==> src/rtl/seq_nibble_adder_ctrl_pkg.sv <==
// Shared constants and state encoding for the nibble-serial adder controller.
package seq_nibble_adder_ctrl_pkg;

  localparam int NIBBLE_W = 4;

  typedef enum logic [1:0] {
    ST_IDLE = 2'd0,
    ST_RUN  = 2'd1,
    ST_DONE = 2'd2
  } state_t;

endpackage

==> src/rtl/ripple_carry_adder_4bit.sv <==
// Four-bit ripple-carry adder, the single shared datapath of the controller.
module ripple_carry_adder_4bit (
  input  logic [3:0] A,
  input  logic [3:0] B,
  input  logic       Cin,
  output logic [3:0] sum,
  output logic       Cout
);

  logic c;

  // Bit-serial full-adder chain, LSB first.
  always_comb begin
    c    = Cin;
    sum  = '0;
    for (int i = 0; i < 4; i++) begin
      sum[i] = A[i] ^ B[i] ^ c;
      c      = (A[i] & B[i]) | (c & (A[i] ^ B[i]));
    end
    Cout = c;
  end

endmodule

==> src/rtl/seq_nibble_adder_ctrl.sv <==
// Nibble-serial adder: one shared 4-bit adder reused NIBBLES times per add,
// carry held in a flop between passes so no carry path exceeds 4 bits.
//
// state   | meaning
// --------+-------------------------------------------------------------
// IDLE    | waiting for start; sum/Cout hold the last result
// RUN     | one nibble per cycle, LSB first; sum partially updated
// DONE    | result valid for one cycle; start here begins the next add
module seq_nibble_adder_ctrl
  import seq_nibble_adder_ctrl_pkg::*;
#(
  parameter int WIDTH = 16
) (
  input  logic             clk,
  input  logic             rst,
  input  logic             start,
  input  logic [WIDTH-1:0] A,
  input  logic [WIDTH-1:0] B,
  input  logic             Cin,
  output logic             busy,
  output logic             done,
  output logic [WIDTH-1:0] sum,
  output logic             Cout
);

  localparam int NIBBLES = WIDTH / NIBBLE_W;
  localparam int IDX_W   = (NIBBLES > 1) ? $clog2(NIBBLES) : 1;
  localparam logic [IDX_W-1:0] IDX_LAST = IDX_W'(NIBBLES - 1);

  state_t               state_q, state_d;
  logic                 accept;
  logic                 last_nib;
  logic [IDX_W-1:0]     idx;
  logic                 carry_q;
  logic                 cout_q;
  logic [WIDTH-1:0]     a_reg, b_reg, sum_reg;
  logic [NIBBLE_W-1:0]  a_nib, b_nib, add_sum;
  logic                 add_cout;

  assign last_nib = (idx == IDX_LAST);
  assign a_nib    = a_reg[NIBBLE_W*idx +: NIBBLE_W];
  assign b_nib    = b_reg[NIBBLE_W*idx +: NIBBLE_W];

  ripple_carry_adder_4bit u_rca (
    .A    (a_nib),
    .B    (b_nib),
    .Cin  (carry_q),
    .sum  (add_sum),
    .Cout (add_cout)
  );

  // State register.
  always_ff @(posedge clk or posedge rst) begin
    if (rst) state_q <= ST_IDLE;
    else     state_q <= state_d;
  end

  // Next-state logic; start is only honoured in IDLE and DONE.
  always_comb begin
    state_d = state_q;
    accept  = 1'b0;
    case (state_q)
      ST_IDLE: begin
        if (start) begin
          accept  = 1'b1;
          state_d = ST_RUN;
        end
      end
      ST_RUN: begin
        if (last_nib) state_d = ST_DONE;
      end
      ST_DONE: begin
        if (start) begin
          accept  = 1'b1;
          state_d = ST_RUN;
        end else begin
          state_d = ST_IDLE;
        end
      end
      default: state_d = ST_IDLE;
    endcase
  end

  // Operand capture, nibble index, inter-nibble carry and result assembly.
  always_ff @(posedge clk or posedge rst) begin
    if (rst) begin
      a_reg   <= '0;
      b_reg   <= '0;
      sum_reg <= '0;
      carry_q <= 1'b0;
      cout_q  <= 1'b0;
      idx     <= '0;
    end else if (accept) begin
      a_reg   <= A;
      b_reg   <= B;
      carry_q <= Cin;
      idx     <= '0;
    end else if (state_q == ST_RUN) begin
      sum_reg[NIBBLE_W*idx +: NIBBLE_W] <= add_sum;
      carry_q <= add_cout;
      if (last_nib) begin
        cout_q <= add_cout;
        idx    <= '0;
      end else begin
        idx    <= idx + IDX_W'(1);
      end
    end
  end

  assign busy = (state_q == ST_RUN);
  assign done = (state_q == ST_DONE);
  assign sum  = sum_reg;
  assign Cout = cout_q;

endmodule

==> config.mk <==
export PLATFORM = sky130hd
export DESIGN_NAME = seq_nibble_adder_ctrl
export DESIGN_NICKNAME = d
export VERILOG_FILES = /design/src/rtl/seq_nibble_adder_ctrl_pkg.sv /design/src/rtl/ripple_carry_adder_4bit.sv /design/src/rtl/seq_nibble_adder_ctrl.sv
export SDC_FILE = /design/constraint.sdc
export NUM_CORES = 1
export LEC_CHECK = 0
export ABC_CLOCK_PERIOD_IN_PS = 3200
export CAP_MARGIN = 20
export CORE_MARGIN = 2
export CORE_UTILIZATION = 47
export CTS_BUF_LIST = sky130_fd_sc_hd__clkbuf_2 sky130_fd_sc_hd__clkbuf_4 sky130_fd_sc_hd__clkbuf_8
export CTS_CLUSTER_SIZE = 14
export DETAILED_ROUTE_END_ITERATION = 8
export GPL_TIMING_DRIVEN = 0
export PLACE_DENSITY = 0.82
export SETUP_SLACK_MARGIN = 0.4
export SLEW_MARGIN = 20
export SYNTH_ARGS = -nofsm -noshare
export SYNTH_HDL_FRONTEND = slang
export SYNTH_SLANG_ARGS = --single-unit
==> constraint.sdc <==
create_clock -name clk -period 3.2 [get_ports clk]
set_input_delay 0.64 -clock clk [delete_from_list [all_inputs] [get_ports clk]]
set_output_delay 0.64 -clock clk [all_outputs]
set_load 0.02 [all_outputs]
---- Word level (Yosys, flattened, before mapping) ----
Index checks and enable logic that the tools add are counted.
cells by class
  multiplexer cells ....................... 12
  equal/unequal tests ..................... 5
  reductions and logical operators ........ 6
  add/sub/neg operators ................... 2
  bitwise gates (word level) .............. 21
  shift operators ......................... 4
operator list
  cell                     number
  $neg 4->34               1
  $shift 4x34->16 const A  1
  $shiftx 4x34->16         1
  $shiftx 16x5->4          2
  $bwmux 16                1
  $mux 2                   5
  $and 1x1->1              8
  $xor 1x1->1              8
  $pmux 2 s3               1
  $mux 1                   5
  $eq 2x2->1 const B       2
  $or 1x1->1               4
  $reduce_and 2->1         2
  $reduce_and 3->1         1
  $add 2x1->2 const B      1
  $eq 2x1->1 const B       1
  $logic_not 2->1          1
  $ne 2x1->1 const B       1
  $ne 2x2->1 const B       1
  $reduce_bool 2->1        1
  $reduce_or 2->1          1
  $not 1->1                1
word-level totals
  bits of input ports ..................... 36
  register bits after elaboration ......... 54

---- Longest topological paths before layout ----
Gate-level depths: netlist of the first run.
  word-level depth ........................ 12
  depth in mapped cells ................... 10
  mapped depth without buffers ............ 9

---- Cells and area by module ----
A second synthesis of the first run with hierarchy kept.
second synthesis, totals
  cells, all modules ...................... 234
  area total of the unflattened synthesis .. 2507.4 µm²
modules (own cells, without submodules)
  module                   area an instance (µm²)  cells an instance  times used
  seq_nibble_adder_ctrl    2389.8                  220                1
  ripple_carry_adder_4bit  117.6                   14                 1

---- Worst setup path before layout of the first run ----
No wires, ideal clock.
  path type ............................... register to register
  from .................................... register idx[1]
  to ...................................... register sum_reg[15], in the netlist sum[15]
  arrival time ............................ 2921 ps
  path buffers ............................ 1
  path slack .............................. 213 ps
  required time ........................... 3134 ps
  stages on the path, launching flop included .. 11
  setup time .............................. 66 ps
  period minus slack after synthesis ...... 2987 ps
  cell sequence ........................... dfrtp_1 > clkbuf_1 > mux4_2 > inv_1 > fa_1 > fa_1 > inv_1 > fa_1 > fa_1 > nor4b_1 > a22o_1
on the way
  longest elaborated chain between the ends .. 11
  elaborated cells on any way between the ends .. 23
  classes of those cells .................. add/sub: 1; shift: 4; mux: 1; bitwise: 17
RTL lines
  element                                    RTL line                                                      RTL
  from (decl)                                seq_nibble_adder_ctrl.sv:33                                   logic [IDX_W-1:0] idx;
  from (signal assigned)                     seq_nibble_adder_ctrl.sv:105                                  idx <= idx + IDX_W'(1);
  $shiftx 16x5->4, on equally long branches  seq_nibble_adder_ctrl.sv:41, seq_nibble_adder_ctrl.sv:42
  $xor 1x1->1                                ripple_carry_adder_4bit.sv:17, ripple_carry_adder_4bit.sv:18
  $and 1x1->1                                ripple_carry_adder_4bit.sv:18                                 c = (A[i] & B[i]) | (c & (A[i] ^ B[i]));
  $or 1x1->1                                 ripple_carry_adder_4bit.sv:18
  $and 1x1->1                                ripple_carry_adder_4bit.sv:18
  $or 1x1->1                                 ripple_carry_adder_4bit.sv:18
  $and 1x1->1                                ripple_carry_adder_4bit.sv:18
  $or 1x1->1                                 ripple_carry_adder_4bit.sv:18
  $xor 1x1->1                                ripple_carry_adder_4bit.sv:17                                 sum[i] = A[i] ^ B[i] ^ c;
  $shiftx 4x34->16                           seq_nibble_adder_ctrl.sv:99                                   sum_reg[NIBBLE_W*idx +: NIBBLE_W] <= add_sum;
  $bwmux 16 (*)                              seq_nibble_adder_ctrl.sv:99
  to (signal, indexed assignment)            seq_nibble_adder_ctrl.sv:99
  to (decl)                                  seq_nibble_adder_ctrl.sv:36                                   logic [WIDTH-1:0] a_reg, b_reg, sum_reg;
Mark *: on every way between the ends. The rest lies on a longest branch, timed or not.
A chain may end at the register's enable or synchronous reset.

---- Worst setup path in the final report of the first run ----
Ends and elaborated chain as after synthesis.

==> reports/results.txt, run 1 <==
crit path DAT: 3090 ps
Sequential Power Share: 34.1%
chip width: 76.3 µm
worst reg2reg endpoint: sum[15]
Pint: 0.00216 W
CTS hold repair buffers: 0
row cnt: 26
Worst Path Max Fanout: 4
Starting DRT DRC Count: 74
startpoint types: flop
routed wire length: 4750 µm
clock skew: 6.14 ps
area of the core: 0.00507 mm²
slew margin rel.: 63.8%
DR WL/cell: 14.9 µm
antenna violations before repair: 0
period utilisation layout: 88.9%
fmax: 351 MHz
pwr dens: 1050 mW/mm²
Setup CP Type: flop to flop
clock slew seen by the registers of the worst setup and hold paths: 90 ps
Pre-antenna DRT Iters: 4
Final GP Congestion: 0.786
grt ovf: 0
vias per inst: 5.08
post-synthesis register bit count: 54
RSZ-0062 raised after global routing: yes
hold path endpoint: sum[14]
# IOs: 55
Worst R2R Start: idx[1]
Initial Utilization: 48.4%
Max Slew Vio Count: 0
final setup violation count: 0
yosys warns: 0
Die H: 76.3 µm
clock root buffer: clkbuf_8
cell breakdown of the critical path: clkbuf_8 > mux4_2 > inv_2 > fa_2 > fa_2 > inv_2 > fa_2 > fa_1 > nor4b_2 > a22o_1
hpwl dp: 3570 µm
clock latency on the worst-skew pair: 300 ps
drc violations: 0
CP required: 3440 ps
GRT Util Overall: 18.1%
register area share after synthesis: 55.0%
final core utilization: 64.8%
Post-Syn Area per Cell: 13.8 µm²
Port Buffers: 54
first-pass GRT wire length: 8420 µm
Critical Path Sink Type: flop
Vias: 1614
Syn Std Cell Area: 0.00246 mm²
sw frac: 37.2%
worst hold-check path type: flop to flop
Die ar.: 0.00582 mm²
Clock Tree Buf Depth: 2
Area growth, synth to finish: 33.9%
CP max stage cell: fa_1
Post-DRT Antenna Nets: 0
R2R cell count: 10
pin count of the biggest net entering global routing: 31
NetSw: 0.00128 W
Comb power frac: 54.7%
Worst Hold Depth: 2
HP Start: sum[14]
WHS: 486 ps
CTS buffer count: 5
CP max stage delay: 540 ps
share of layout cells above drive strength 1: 30.6%
Synth Instances: 178
Leak: 1.40 nW
R2R setup slack: 350 ps
Num Clock Sinks: 54
Net Count, Synth: 224
crit-path most repeated cell: fa_2
final hold viol count: 0
setup TNS: 0 ps
diodes inserted: 0
number of distinct library cells after synthesis: 25
Max IR drop VDD: 0.540 mV
clock share of power: 11.2%
actual slew at the worst max-slew pin: 542 ps
total power: 0.00344 W
fin nets: 293
minimum clock period: 2850 ps
H-tree Lvls: 2
vias in the first global route: 1726
max_cap viols: 0
status: complete, no violations
TritonCTS clock tree: built
==> Yosys cell counts <==
master    instances  area share (%)
fa_1              4             3.3
and2b_2           2            0.71
o31ai_1           3            0.92
nor4b_1           1            0.36
clkbuf_1          1            0.15
or4b_4            2             1.1
or4_1             1            0.31
o21bai_1          1            0.31
buf_2             5             1.0
a21oi_1           1            0.20
nand3b_1          5             1.5
mux2i_1           1            0.41
a22o_1            1            0.36
dfrtp_1          54              55
and2_1            1            0.25
inv_1            12             1.8
nand4_1           1            0.25
o21ai_0          14             2.9
mux4_2            8             7.3
nand2_1          18             2.7
or3_1             1            0.25
or4b_1            1            0.41
nand2b_1          1            0.25
mux2_2           33              15
ha_1              6             3.1
==> per-layer routing <==
metal / up-vias / global-route usage (%) / wire length [µm]
li1: 763 / - / -
met1: 797 / 24.0 / 2030
met2: 50 / 30.9 / 2480
met3: 4 / 3.91 / 212
met4: 0 / 3.64 / 34
met5: - / 0 / 0
==> logic make-up (layout without fill, tap and decap cells) <==
group           count (synthesis)  in the layout  synth area share (%)
flops                          54             54                  55.0
mux                            42             42                  22.9
simple gates                   34             34                  8.20
compound gates                 20             20                  4.63
buf+inv                        18             88                  3.00
fa+ha+maj                      10             10                  6.31
==> power groups by stage <==
stage / Sequential (W) / Clock [W] / Combinational (W)
finish: 0.00117 / 0.000384 / 0.00188
global route: 0.00122 / 0.000426 / 0.00207
CTS: 0.00118 / 0.000397 / 0.00190
detailed placement: 0.00120 / 0 / 0.00171
global placement: 0.00118 / 0 / 0.00165
floorplan: 0.00123 / 0 / 0.00108
==> cell type report <==
cell class	count	area [µm²]
fill	407	1790
sequential	54	1350
clock buffer	6	82.6
inverter	12	45.0
timing repair buffer	62	613
clock inverter	2	12.5
buffer	6	45.0
multi-input combinational	106	1050
tap	70	87.6
==> stage by stage <==
step           setup WS (ps)  cells  instance area [µm²]
3_5_place_dp             119    303                 3120
3_3_place_gp             175    302                 3100
2_1_floorplan            427    178                 2470
5_1_grt                  243    318                 3290
6_report                 354    318                 3290
4_1_cts                  313    318                 3280
==> worst max-delay path, delay by kind of cell, from the launching register on <==
kind            cells  cell delay, ps
mux                 1             500
simple gates        1             220
buf+inv             3             270
flops               1             380
fa+ha+maj           4            1270
compound gates      1             150
==> cell usage in the layout, fill, tap and decap left out, types with 2 or more instances in the layout <==
| cell | instances |
|---|---|
| ha_1 | 6 |
| inv_1 | 9 |
| fa_2 | 3 |
| nand3b_1 | 5 |
| clkdlybuf4s50_1 | 54 |
| mux2_2 | 33 |
| o21ai_0 | 13 |
| buf_4 | 7 |
| and2b_2 | 2 |
| buf_2 | 4 |
| nand2_1 | 18 |
| clkbuf_8 | 7 |
| inv_2 | 3 |
| dfrtp_1 | 53 |
| o31ai_1 | 2 |
| or4b_4 | 2 |
| mux4_2 | 8 |
==> worst max path at each step <==
| stage | startpoint | endpoint | slack (ps) |
|---|---|---|---|
| floorplan | idx[1] | sum[15] | 430 |
| global placement | idx[0] | sum[15] | 170 |
| detailed placement | idx[0] | sum[15] | 120 |
| CTS | idx[1] | sum[11] | 310 |
| global route | idx[1] | sum[3] | 240 |
| finish | idx[1] | sum[15] | 350 |
==> repair_timing <==
item | CTS | global route
setup endpoints to repair | 5 | 4
resized for setup | 8 | 2
pin swaps | 4 | 2
buffers inserted | 7 | 0
Note: power is estimated with default switching activity, not from simulation.
==> run 2: changes to the inputs <==
--- a/config.mk
+++ b/config.mk
@@ -5,13 +5,14 @@
 export SDC_FILE = /design/constraint.sdc
 export NUM_CORES = 1
 export LEC_CHECK = 0
-export ABC_CLOCK_PERIOD_IN_PS = 3200
+export ABC_CLOCK_PERIOD_IN_PS = 2500
 export CAP_MARGIN = 20
 export CORE_MARGIN = 2
 export CORE_UTILIZATION = 47
 export CTS_BUF_LIST = sky130_fd_sc_hd__clkbuf_2 sky130_fd_sc_hd__clkbuf_4 sky130_fd_sc_hd__clkbuf_8
 export CTS_CLUSTER_SIZE = 14
 export DETAILED_ROUTE_END_ITERATION = 8
+export GPL_ROUTABILITY_DRIVEN = 1
 export GPL_TIMING_DRIVEN = 0
 export PLACE_DENSITY = 0.82
 export SETUP_SLACK_MARGIN = 0.4
==> constraint.sdc (replaced) <==
create_clock -name clk -period 2.5 [get_ports clk]
set_input_delay 0.5 -clock clk [delete_from_list [all_inputs] [get_ports clk]]
set_output_delay 0.5 -clock clk [all_outputs]
set_load 0.02 [all_outputs]
==> run 2 against run 1 <==
Against the previous run: the flow now finishes with violations (setup timing); combinational power is 24% higher; total power is 25% higher; first-iteration DRC count is 15% lower; via count is 1.5% higher; utilization is 0.39 points lower; sequential power is 28% higher; hold slack worse by 4.7 ps; critical endpoint unchanged; largest power group unchanged.
==> reports/results.txt, run 2 (synthesis results as in run 1) <==
status: finished, violations left (was complete, no violations)
violated checks: setup timing
fillers: 423 (was 407)
Setup CP Type: flop to flop (unchanged)
commonest non-fill, non-tap cell in the layout: dfrtp_1 (was clkdlybuf4s50_1)
clock root buffer: clkbuf_8 (unchanged)
crit-path most repeated cell: fa_2 (unchanged)
startpoint types: flop (unchanged)
clock slew seen by the registers of the worst setup and hold paths: 90 ps (about the same)
RSZ-0062 raised after global routing: yes (unchanged)
most frequent cells in the layout: 53 x dfrtp_1, 52 x clkdlybuf4s50_1, 33 x mux2_2, 18 x nand2_1, 10 x o21ai_0 (was 54 x clkdlybuf4s50_1, 53 x dfrtp_1, 33 x mux2_2, 18 x nand2_1, 13 x o21ai_0)
Initial Utilization: 48.4% (unchanged)
GRT Util Overall: 17.9% (was 18.1%)
Area growth, synth to finish: 33.0% (was 33.9%)
antenna violations before repair: 0 (unchanged)
CP max stage cell: fa_2 (was fa_1)
Post-DRT Antenna Nets: 0 (unchanged)
Clock Tree Buf Depth: 2 (unchanged)
final hold viol count: 0 (unchanged)
crit path DAT: 3050 ps (was 3090 ps)
clock latency on the worst-skew pair: 310 ps (was 300 ps)
Num Clock Sinks: 54 (unchanged)
chip width: 76.3 µm (unchanged)
row cnt: 26 (unchanged)
Vias: 1638 (was 1614)
diodes inserted: 0 (unchanged)
register area: 0.00135 mm² (unchanged)
Final GP Congestion: 0.794 (was 0.786)
final setup violation count: 6 (was 0)
placed cells: 303 (unchanged)
WP buf/inv: 4 (was 3)
H-tree Lvls: 2 (unchanged)
Pre-antenna DRT Iters: 4 (unchanged)
Max IR drop VDD: 0.819 mV (was 0.540 mV)
share of layout cells above drive strength 1: 30.5% (was 30.6%)
Multi-input gate area: 0.00106 mm² (was 0.00105 mm²)
final setup margin: -350 ps (was 354 ps)
first-pass GRT wire length: 8140 µm (was 8420 µm)
TritonCTS clock tree: built (unchanged)
period utilisation layout: 114% (was 88.9%)
vias in the first global route: 1678 (was 1726)
fmax: 351 MHz (about the same)
Critical Path Sink Type: flop (unchanged)
pin count of the biggest net entering global routing: 30 (was 31)
routed wire length: 4700 µm (was 4750 µm)
pwr dens: 1310 mW/mm² (was 1050 mW/mm²)
Starting DRT DRC Count: 63 (was 74)
Max Slew Vio Count: 0 (unchanged)
area of the core: 0.00507 mm² (unchanged)
Worst Path Max Fanout: 5 (was 4)
max_cap viols: 0 (unchanged)
grt ovf: 0 (unchanged)
Die ar.: 0.00582 mm² (unchanged)
DR WL/cell: 14.9 µm (about the same)
CP required: 2700 ps (was 3440 ps)
vias per inst: 5.18 (was 5.08)
CP max stage delay: 460 ps (was 540 ps)
hpwl dp: 3570 µm (about the same)
CTS hold repair buffers: 0 (unchanged)
slew margin rel.: 58.8% (was 63.8%)
worst hold-check path type: flop to flop (unchanged)
Leak: 1.40 nW (about the same)
# IOs: 55 (unchanged)
clock skew: 6.74 ps (was 6.14 ps)
minimum clock period: 2850 ps (about the same)
CTS buffer count: 5 (unchanged)
fin nets: 292 (was 293)
CP top delay family: adder cells (unchanged)
Die H: 76.3 µm (unchanged)
final std cells w/o fill: 316 (was 318)
cell breakdown of the critical path: buf_8 > buf_4 > mux4_2 > inv_1 > fa_2 > fa_1 > inv_1 > fa_2 > fa_2 > nor4b_2 > a22o_1 (was clkbuf_8 > mux4_2 > inv_2 > fa_2 > fa_2 > inv_2 > fa_2 > fa_1 > nor4b_2 > a22o_1)
drc violations: 0 (unchanged)
Port Buffers: 54 (unchanged)
final core utilization: 64.4% (was 64.8%)
actual slew at the worst max-slew pin: 618 ps (was 542 ps)
-- run 2: path summary, 6_finish.rpt --
check / start / to / cells after the start / slack [ps]
hold reg to reg: sum[4] / sum[4] / 2 / 480
setup / recovery: idx[1] / sum[15] / 11 / -350
setup reg to reg: idx[1] / sum[15] / 11 / -350
max in group asynchronous: rst / a_reg[3] / 3 / 1360
hold / removal: sum[4] / sum[4] / 2 / 480
min in group asynchronous: rst / sum[15] / 2 / 590
-- run 2: cell type report --
type,count,area share (%)
Clock buffer,5,2.10
Clock inverter,2,0.306
Sequential cell,54,41.4
Buffer,6,1.42
Inverter,12,1.38
Tap cell,70,2.68
Multi-Input combinational cell,106,32.3
Timing Repair Buffer,61,18.4
-- run 2: per-stage QoR --
stage / setup slack [ps] / hold WS [ps] / area [µm²] / power [W] / setup TNS (ps)
after floorplan: -239 / 475 / 2480 / 0.00301 / -732
after global placement: -448 / 461 / 3110 / 0.00369 / -16930
after detailed placement: -484 / 470 / 3130 / 0.00377 / -2560
after CTS: -378 / 490 / 3260 / 0.00430 / -1520
after global routing: -447 / 518 / 3270 / 0.00461 / -1930
final: -350 / 482 / 3270 / 0.00429 / -1290
-- run 2: worst min-delay path, stage by stage, from the launching register on --
cell     delay (ps)
dfrtp_1         350
nand2_1          50
o21ai_0          60
-- run 2: routing by layer --
layer / routed length (µm) / vias up / GRT usage (%)
li1: - / 762 / -
met1: 2080 / 819 / 24.2
met2: 2360 / 49 / 29.2
met3: 196 / 8 / 3.91
met4: 62 / 0 / 5.45
met5: 0 / - / 0
-- run 2: timing repair --
action / in CTS / in global routing
setup endpoints to repair: 16 / 14
resized for setup: 4 / 7
setup buffers: 6 / 0
pin swaps: 3 / 3
-- run 2: power by group --
part | internal (W) | total [W] | switching, W
Combinational | 0.00120 | 0.00233 | 0.00112
Sequential | 0.00128 | 0.00150 | 0.000226
Clock | 0.000189 | 0.000457 | 0.000269
Total | 0.00267 | 0.00429 | 0.00162
